`config.mk`:
```
export PLATFORM = sky130hd
export DESIGN_NAME = regfile_dump
export DESIGN_NICKNAME = d
export VERILOG_FILES = /design/src/rtl/regfile_dump_pkg.sv /design/src/rtl/regfile_dump_word_serializer.sv /design/src/rtl/regfile_dump.sv
export SDC_FILE = /design/constraint.sdc
export NUM_CORES = 1
export LEC_CHECK = 0
export ABC_AREA = 0
export ABC_CLOCK_PERIOD_IN_PS = 1520
export BUFFER_PORTS_ARGS = -buffer_cell sky130_fd_sc_hd__buf_2
export CORE_ASPECT_RATIO = 1.2
export CORE_MARGIN = 2
export CORE_UTILIZATION = 35
export DETAILED_ROUTE_END_ITERATION = 12
export MAX_ROUTING_LAYER = met4
export SYNTH_ARGS = -nofsm -noshare
export SYNTH_HDL_FRONTEND = slang
export SYNTH_SLANG_ARGS = --single-unit
```
`constraint.sdc`:
```
create_clock -name clk -period 1.52 [get_ports clk]
set_input_delay 0.152 -clock clk [delete_from_list [all_inputs] [get_ports clk]]
set_output_delay 0.152 -clock clk [all_outputs]
set_load 0.05 [all_outputs]
```
`src/rtl/regfile_dump_pkg.sv`:
```
// Shared types and sizes for the register-file debug dump engine.
package regfile_dump_pkg;
  localparam int BYTES_PER_WORD = 4;
  localparam int REG_ADDR_W     = 5;
  localparam int DATA_W         = 32;
  localparam int CNT_W          = $clog2(BYTES_PER_WORD);
  localparam logic [CNT_W-1:0] LAST_BYTE = CNT_W'(BYTES_PER_WORD - 1);

  typedef enum logic [1:0] {IDLE, CAPTURE, SEND, DONE} state_t;

  typedef struct packed {
    logic [7:0] data;
    logic       last;
  } byte_beat_t;
endpackage

```
`src/rtl/regfile_dump_word_serializer.sv`:
```
// Holds one captured register word and presents it LSB byte first;
// the byte index only moves on an accepted transfer.
module word_serializer
  import regfile_dump_pkg::*;
(
  input  logic              clk,
  input  logic              rst,
  input  logic              load,
  input  logic [DATA_W-1:0] word_in,
  input  logic              adv,
  output byte_beat_t        beat
);
  logic [DATA_W-1:0] word_q;
  logic [CNT_W-1:0]  cnt_q;

  always_ff @(posedge clk) begin
    if (rst) begin
      word_q <= '0;
      cnt_q  <= '0;
    end else if (load) begin
      word_q <= word_in;
      cnt_q  <= '0;
    end else if (adv && cnt_q != LAST_BYTE) begin
      cnt_q <= cnt_q + 1'b1;
    end
  end

  assign beat.data = word_q[{cnt_q, 3'b000} +: 8];
  assign beat.last = (cnt_q == LAST_BYTE);
endmodule

```
`src/rtl/regfile_dump.sv`:
```
// Walks registers FIRST..LAST through one read port and streams each
// snapshot out as little-endian bytes on a valid/ready byte interface.
module regfile_dump
  import regfile_dump_pkg::*;
#(
  parameter int unsigned FIRST = 0,
  parameter int unsigned LAST  = 31
)(
  input  logic                  clk,
  input  logic                  rst,
  input  logic                  start,
  input  logic                  abort,
  output logic [REG_ADDR_W-1:0] rs,
  input  logic [DATA_W-1:0]     rdata,
  output logic                  out_valid,
  input  logic                  out_ready,
  output logic [7:0]            out_data,
  output logic                  out_last,
  output logic                  busy,
  output logic                  done
);
  localparam logic [REG_ADDR_W-1:0] FIRST_IDX = REG_ADDR_W'(FIRST);
  localparam logic [REG_ADDR_W-1:0] LAST_IDX  = REG_ADDR_W'(LAST);

  state_t                  state_q, state_d;
  logic [REG_ADDR_W-1:0]   idx_q, idx_d;
  byte_beat_t              beat;
  logic                    adv;

  always_ff @(posedge clk) begin
    if (rst) begin
      state_q <= IDLE;
      idx_q   <= '0;
    end else begin
      state_q <= state_d;
      idx_q   <= idx_d;
    end
  end

  always_comb begin
    state_d = state_q;
    idx_d   = idx_q;
    case (state_q)
      IDLE:    if (start && !abort) begin
                 idx_d   = FIRST_IDX;
                 state_d = CAPTURE;
               end
      CAPTURE: state_d = SEND;
      SEND:    if (out_ready && beat.last) begin
                 if (idx_q == LAST_IDX) state_d = DONE;
                 else begin
                   idx_d   = idx_q + 1'b1;
                   state_d = CAPTURE;
                 end
               end
      DONE:    state_d = IDLE;
      default: state_d = IDLE;
    endcase
    // abort beats any same-cycle transfer: the byte is treated as unsent
    if (abort && state_q != IDLE) begin
      state_d = IDLE;
      idx_d   = idx_q;
    end
  end

  assign adv = (state_q == SEND) && out_ready && !abort;

  word_serializer u_ser (
    .clk     (clk),
    .rst     (rst),
    .load    (state_q == CAPTURE),
    .word_in (rdata),
    .adv     (adv),
    .beat    (beat)
  );

  assign rs        = idx_q;
  assign out_valid = (state_q == SEND);
  assign out_data  = out_valid ? beat.data : '0;
  assign out_last  = out_valid && beat.last && (idx_q == LAST_IDX);
  assign busy      = (state_q == CAPTURE) || (state_q == SEND);
  assign done      = (state_q == DONE);
endmodule

```
Word-level counts from Yosys, hierarchy flattened
Index checks and enable logic that the tools add are counted.
{"block": "totals", "elab_cells": 43, "out_inout_bits": 17, "register_bits": 41, "input_bits": 37}
{"block": "op_classes", "n_addsub": 2, "n_mux": 9, "reduce_logical": 17, "bitwise": 1, "n_shift": 1, "eq_ne": 9}
{"operator": "$shiftx 32x6->8", "count": 1}
{"operator": "$mux 5", "count": 3}
{"operator": "$pmux 5 s2", "count": 1}
{"operator": "$logic_and 1x1->1", "count": 8}
{"operator": "$mux 8", "count": 1}
{"operator": "$pmux 2 s4", "count": 1}
{"operator": "$eq 2x2->1 const B", "count": 3}
{"operator": "$mux 2", "count": 3}
{"operator": "$ne 2x2->1 const B", "count": 3}
{"operator": "$add 5x1->5 const B", "count": 1}
{"operator": "$eq 5x5->1 const B", "count": 1}
{"operator": "$reduce_and 5->1", "count": 1}
{"operator": "$reduce_bool 2->1", "count": 2}
{"operator": "$reduce_or 2->1", "count": 2}
{"operator": "$add 2x1->2 const B", "count": 1}
{"operator": "$eq 2x1->1 const B", "count": 1}
{"operator": "$logic_not 2->1", "count": 1}
{"operator": "$ne 2x1->1 const B", "count": 1}
{"operator": "$reduce_and 2->1", "count": 1}
{"operator": "$logic_not 1->1", "count": 1}
{"operator": "$logic_or 1x1->1", "count": 1}
{"operator": "$not 1->1", "count": 1}

Depth between registers and ports, before layout
Gate-level depths: netlist of run 1.
{"block": "logic_depth", "word_depth": 4, "mapped_depth": 6, "ltp_nobuf": 6}

Cells and area by module
Synthesis of run 1 repeated with hierarchy kept, for this count alone.
{"block": "hier_totals", "cells_unflattened": 185, "hier_area_um2": 1971.9}
{"module": "word_serializer", "cells_each": 122, "area_each_um2": 1423.9, "n_inst": 1, "seq_area_each_um2": 680.7}
{"module": "regfile_dump", "cells_each": 63, "area_each_um2": 548.0, "n_inst": 1, "seq_area_each_um2": 140.1}

Least setup slack after synthesis of run 1
No wires, ideal clock.
{"block": "synth_path", "path_type": "register to output", "startpoint": "reg state_q[0]", "endpoint": "out out_last", "path_buffers": 2, "slack_ns": -0.478, "t_required_ns": 1.368, "stages_incl_launch_ff": 6, "t_arrival_ns": 1.846, "path_cell_list": "dfxtp_1 > inv_1 > ha_1 > buf_4 > clkbuf_1 > and3_1"}
{"block": "synth_between", "elab_chain_len": 3}
{"element": "start: declaration", "line": "regfile_dump.sv:25", "rtl": "state_t state_q, state_d;"}
{"element": "start signal: assignment", "line": "regfile_dump.sv:35", "rtl": "state_q <= state_d;"}
{"element": "$eq 2x2->1", "line": "regfile_dump.sv:78", "rtl": "assign out_valid = (state_q == SEND);"}
{"element": "named net out_valid", "line": "regfile_dump.sv:15", "rtl": "output logic out_valid,"}
{"element": "$logic_and 1x1->1 (2 in series)", "line": "regfile_dump.sv:80", "rtl": "assign out_last = out_valid && beat.last && (idx_q == LAST_IDX);"}
{"element": "end: declaration", "line": "regfile_dump.sv:18", "rtl": "output logic out_last,"}
The timed path passes the listed nets, and every way through them passes these cells.

Worst setup path in the final report of run 1
{"block": "layout_path", "startpoint": "reg u_ser.cnt_q[0]", "endpoint": "out out_data[7]"}
{"block": "layout_between", "elab_chain_len": 2}
{"element": "start: declaration", "line": "regfile_dump_word_serializer.sv:14", "rtl": "logic [CNT_W-1:0] cnt_q;"}
{"element": "start signal: assignment", "line": "regfile_dump_word_serializer.sv:24", "rtl": "cnt_q <= cnt_q + 1'b1;"}
{"element": "$shiftx 32x6->8", "line": "regfile_dump_word_serializer.sv:28", "rtl": "assign beat.data = word_q[{cnt_q, 3'b000} +: 8];"}
{"element": "$mux 8", "line": "regfile_dump.sv:79", "rtl": "assign out_data = out_valid ? beat.data : '0;"}
{"element": "end: declaration", "line": "regfile_dump.sv:17", "rtl": "output logic [7:0] out_data,"}
No other way between the ends.

==> results.md, run 1 <==
- #FFs+latches synth: 41
- Hold depth: 3
- Unique cell type count in the Yosys netlist: 36
- Worst Reg-to-Reg Cells: 6
- Leakage power total: 0.00118 µW
- Crit path DAT: 1.59 ns
- Outcome: finished, violations left
- DR vias: 1624
- Finished Core Util: 50.6%
- DRT Wirelength: 4590 µm
- GRT Total Usage: 16.1%
- # fillers: 543
- WHS: 0.0862 ns
- Slew Limit Fails: 0
- Top delay family on crit path: multiplexers
- Starting density of the core: 35.8%
- WP data required: 1.37 ns
- Crit Path Max Fanout: 8
- Critical path type: reg -> out
- Slew of the pin with the lowest slew margin: 0.375 ns
- Fin worst setup slack: -0.220 ns
- Tmin final: 1.74 ns
- Final Hold Fails: 0
- Worst-case clock buffer depth: 2
- Number of buffers created by CTS: 5
- Most used flip-flop cell after synthesis: dfxtp_1
- DRC: 0
- Pre-Repair DR Iteration Count: 4
- Routability congestion estimate: 0.742
- Die X: 73.3 µm
- Layout cell share with drive strength beyond 1: 49.6%
- Netlist Area Pre-Place: 2020 µm²
- IO Port Bufs: 53
- Pwr Density: 1040 nW/µm²
- Top-area cell type share of the netlist area: 40.7%
- Mean Syn Cell Area: 10.7 µm²
- Slew HR: 75.0%
- Worst Skew: 0.00672 ns
- Synth area leaders: dfxtp_1, mux2i_1, mux4_2
- CTS clk-pin slew, worst paths: 0.09 ns
- Crit path cell chain: buf_12, mux4_2, and2_4, buf_8
- DP Wirelength: 3230 µm
- Critical path destination: out_data[7]
- Peak supply drop: 0.629 mV
- Layout area overhead: 41.3%
- CTS tree: yes
- Skew-Pair Late Insertion Delay: 0.29 ns
- # rows: 30
- Core box area: 5630 µm²
- Period Utilization, post-route: 114%
- # IOs: 54
- Vias per inst: 5.04
- Sequential area share after synthesis: 40.7%
- Largest stage delay on the critical path: 0.50 ns
- Critical path launch point: u_ser.cnt_q[0]
- Yosys warnings: 0
- Failing checks: setup timing
- Reg-to-reg endpoint: rs[3]
- Overall Power: 2960 µW
- Clock sinks: 41
- Worst setup EP type: output port
- Crit path depth: 4
- Unrepaired setup endpoints after global routing: yes
- Root Buffer: clkbuf_8
- Vias in the first global route: 1691
- DIE AREA: 6390 µm²
- Die Y: 87.2 µm
- N_diodes: 0
- Remaining antenna violation count: 0
- R2R setup slack: -0.02 ns
- H-tree level count: 2
- CTS Hold Bufs: 0
- MaxCap Viol Count: 0
- Gr ovfl total: 0
- Critical path buffers and inverters: 2
- Yosys top cell by area: dfxtp_1
- Initial antenna violation count: 0
- CP max stage cell: mux4_2
- Post-Synthesis Cells: 189
- Ys async rst share: 0%
- DR iter-0 viols: 34
- Worst Hold Class: in -> reg
- Reg2reg start: rs[1]
- # setup viols final: 10
- Critical path startpoint category: flop
- Largest net degree at the start of global routing: 36
- Nets: 302
- FMAX: 0.575 GHz
- Syn Nets: 234
- First-pass GRT wire length: 7740 µm
- Post-DR wirelength/cell: 14.3 µm
- EDFF count, synth: 0
where the power goes:
group          total [µW]  internal (µW)  switching [µW]
Combinational         827            422             405
Sequential           1240           1180            56.3
Clock                 891            493             398
placed cells by master (no fill, tap or decap), types with 2 or more instances in the layout:
cell / instances
buf_2: 43
and3_4: 3
dfxtp_4: 2
nor2b_1: 3
nor3_1: 2
nor2_1: 32
dfxtp_1: 35
ha_2: 3
buf_12: 4
a221oi_2: 2
mux2i_1: 33
dfxtp_2: 4
buf_8: 7
nand2_1: 5
mux4_2: 8
ha_4: 3
nand4_1: 3
and2_4: 8
buf_6: 3
inv_1: 3
o21ai_0: 2
and4bb_2: 2
o2bb2ai_2: 2
ha_1: 2
clkbuf_8: 5
buf_4: 16
worst min-delay path, stage by stage:
cell and delay [ns]:
buf_2 0.07, mux2i_1 0.05, nor2_1 0.07
stage by stage:
step,setup WS (ns),instance area [µm²],std cells,TNS [ns]
after floorplan,-0.0389,2120,189,-0.153
after global placement,0.00411,2570,311,0
after detailed placement,-0.0169,2570,311,-0.0574
after CTS,-0.240,2800,320,-1.96
after global routing,-0.278,2850,322,-2.51
final,-0.220,2850,322,-1.78
synth_stat cells (2+ instances only):
master / count
and2_1: 8
and3_1: 3
and4bb_2: 2
buf_2: 3
buf_4: 4
clkbuf_1: 3
dfxtp_1: 41
ha_1: 8
inv_1: 4
mux2i_1: 33
mux4_2: 8
nand2_1: 6
nand2b_1: 2
nand4_1: 3
nor2_1: 32
nor2b_1: 4
nor3_1: 2
o21ai_0: 3
o2bb2ai_1: 2
o32ai_1: 2
per-layer routing:
metal	vias up	share of wire (%)	routed length (µm)	global-route usage (%)
met4	0	0.63	29	5.12
met3	4	5.1	236	4.51
li1	812	-	-	-
met1	769	44	2010	18.6
met2	39	50	2310	26.8
met5	-	0	0	-
layout make-up:
class                      count  area, µm²  share of cell area, %
inverter                       4       15.0                  0.527
timing repair buffer          73        554                   19.4
clock inverter                 3       45.0                   1.58
tap                           64       80.1                   2.81
sequential                    41        833                   29.2
clock buffer                   5       68.8                   2.41
multi-input combinational    132       1250                   44.0
sequential cells by signal, indices dropped and copies added, names as in the netlist:
| name | flops |
|---|---|
| u_ser.cnt_q | 2 |
| u_ser.word_q | 32 |
| rs | 5 |
| state_q | 2 |
kinds of logic after synthesis:
family	count (synthesis)	share of synthesized area (%)
buf+inv	16	4.28
mux	41	25.3
xor+xnor	1	0.434
compound gates	16	7.01
flops	41	40.7
simple gates	66	17.3
fa+ha+maj	8	4.96
timing repair:
action / 4_1_cts / 5_1_grt
pin swaps: 9 / 5
gates resized for setup: 31 / 8
setup buffers: 1 / 3
endpoints found under the setup margin: 15 / 19
how the worst min path moves through the flow:
| stage | from | end |
|---|---|---|
| 4_1_cts | rdata[19] | u_ser.word_q[19] |
| 5_1_grt | rdata[23] | u_ser.word_q[23] |
| 3_5_place_dp | rdata[19] | u_ser.word_q[19] |
| 6_report | rdata[19] | u_ser.word_q[19] |
| 2_1_floorplan | rdata[16] | u_ser.word_q[16] |
| 3_3_place_gp | rdata[4] | u_ser.word_q[4] |
Note: power is estimated with default switching activity, not from simulation.
==> inputs of run 2 (changes only) <==
--- a/config.mk
+++ b/config.mk
@@ -10,9 +10,11 @@
 export BUFFER_PORTS_ARGS = -buffer_cell sky130_fd_sc_hd__buf_2
 export CORE_ASPECT_RATIO = 1.2
 export CORE_MARGIN = 2
-export CORE_UTILIZATION = 35
+export CORE_UTILIZATION = 47
 export DETAILED_ROUTE_END_ITERATION = 12
+export GPL_TIMING_DRIVEN = 0
 export MAX_ROUTING_LAYER = met4
+export PLACE_DENSITY = 0.75
 export SYNTH_ARGS = -nofsm -noshare
 export SYNTH_HDL_FRONTEND = slang
 export SYNTH_SLANG_ARGS = --single-unit
==> results.md, run 2 (synthesis results as in run 1) <==
- Core box area: 4200 µm²
- WP data required: 1.37 ns
- Hold depth: 3
- Pre-Repair DR Iteration Count: 4
- DIE AREA: 4830 µm²
- Skew-Pair Late Insertion Delay: 0.29 ns
- CTS tree: yes
- Crit-path most repeated cell: buf_8
- First-pass GRT wire length: 7140 µm
- Leakage power total: 0.00117 µW
- Period Utilization, post-route: 115%
- Layout area overhead: 39.0%
- R2R setup slack: -0.08 ns
- DRC: 0
- Outcome: finished, violations left
- Switching share of power: 29.3%
- DP Wirelength: 3230 µm
- Clock sinks: 41
- # rows: 26
- Largest stage delay on the critical path: 0.50 ns
- Comb power frac: 27.6%
- Die X: 63.8 µm
- # setup viols final: 14
- Critical path startpoint category: flop
- Layout cell share with drive strength beyond 1: 47.3%
- Clock power share: 29.3%
- GRT Total Usage: 20.3%
- WHS Endpoint: u_ser.word_q[20]
- # IOs: 54
- Final Hold Fails: 0
- Remaining antenna violation count: 0
- Tmin final: 1.75 ns
- Worst-case clock buffer depth: 2
- Reg-to-reg endpoint: rs[2]
- NetSw: 845 µW
- Most common cell after layout, fill and taps aside: buf_2
- Slew HR: 63.8%
- Worst Hold Class: in -> reg
- Crit path DAT: 1.60 ns
- Root Buffer: clkbuf_8
- Hold Path Origin: rdata[20]
- Vias per inst: 5.20
- Die Y: 75.8 µm
- Setup WS pre-CTS: -0.140 ns
- Peak supply drop: 0.720 mV
- MaxCap Viol Count: 0
- Critical path type: reg -> out
- Fin worst setup slack: -0.232 ns
- Leading cell types in the layout, fill and taps excluded: buf_2, dfxtp_1, mux2i_1
- H-tree level count: 2
- Worst Reg-to-Reg Cells: 7
- Slew of the pin with the lowest slew margin: 0.543 ns
- FMAX: 0.571 GHz
- CTS Hold Bufs: 0
- Slew Limit Fails: 0
- Gr ovfl total: 0
- P_int: 2040 µW
- CP max stage cell: mux4_2
- Finished Core Util: 66.8%
- Crit path cell chain: buf_8, mux4_2, and2_4, buf_8
- DRT Wirelength: 4620 µm
- Reg2reg start: rs[0]
- Number of buffers created by CTS: 5
- Most flops, register: u_ser.word_q
- Failing checks: setup timing
- Largest net degree at the start of global routing: 14
- Vias in the first global route: 1554
- DR vias: 1633
- Max reg flops: 32
- WHS: 0.0926 ns
- Worst Skew: 0.00656 ns
- Initial antenna violation count: 0
- Worst setup EP type: output port
- CTS clk-pin slew, worst paths: 0.08 ns
- Unrepaired setup endpoints after global routing: yes
- Routability congestion estimate: 0.743
- Post-DR wirelength/cell: 14.7 µm
- Nets: 302
- Pwr Density: 1030 nW/µm²
- IO Port Bufs: 53
- # fillers: 341
- Crit Path Max Fanout: 5
- Sequential power share: 43.1%
- N_diodes: 0
- Starting density of the core: 48.1%
- DR iter-0 viols: 84
run 2: changes by cell type in the layout (fill, tap and decap cells not counted), moves of 3 or more:
cell / delta
buf_4: -10
ha_2: -3
buf_12: -4
buf_8: +3
buf_2: +3
buf_6: +4
run 2: how the worst max path moves through the flow:
stage | start | end | cells past startpoint
after detailed placement | state_q[1] | rs[0] | 5
after floorplan | rs[1] | rs[1] | 6
after global placement | state_q[0] | out_last | 6
after global routing | u_ser.cnt_q[0] | out_data[4] | 4
final | u_ser.cnt_q[0] | out_data[2] | 4
after CTS | u_ser.cnt_q[0] | out_data[2] | 4
run 2: stage by stage:
| stage | instance area, µm² | std cells | power (µW) | setup TNS (ns) |
|---|---|---|---|---|
| after floorplan | 2120 | 189 | 1820 | -0.153 |
| after global placement | 2450 | 298 | 1960 | -1.01 |
| after detailed placement | 2450 | 298 | 1980 | -1.42 |
| after CTS | 2760 | 313 | 2880 | -2.31 |
| after global routing | 2800 | 314 | 3020 | -2.86 |
| final | 2800 | 314 | 2880 | -2.07 |
run 2: timing repair:
item	in CTS	in global routing
endpoints found under the setup margin	43	36
cloned	1	0
resized for setup	42	8
buffers inserted	6	2
pin swaps	14	2
run 2: power by group through the flow:
stage	clock network, µW	registers (µW)	logic, µW
floorplan	0	1250	571
global placement	0	1260	695
CTS	861	1240	774
global route	903	1250	859
detailed placement	0	1270	710
finish	844	1240	796
run 2: metal layers:
layer  GRT usage [%]  wire (µm)  up-vias
li1                -          -      807
met1            23.7       1980      774
met2            35.0       2380       44
met3            3.84        198        8
met4            7.49         62        0
met5               -          0        -
run 2: area by class of cell:
type / instances / area [µm²] / area share [%]
Multi-Input combinational cell: 132 / 1240 / 44.4
Timing Repair Buffer: 62 / 430 / 15.4
Inverter: 4 / 15.0 / 0.536
Clock inverter: 1 / 6.26 / 0.223
Tap cell: 56 / 70.1 / 2.50
Clock buffer: 7 / 108 / 3.84
Sequential cell: 41 / 837 / 29.9
Buffer: 11 / 92.6 / 3.30
run 2: worst max-delay path: cells and delay by family, from the launching register on:
kind | cells | cell delay, ns
muxes | 1 | 0.50
and+or+nand+nor | 1 | 0.16
DFF | 1 | 0.37
buffers and inverters | 2 | 0.27
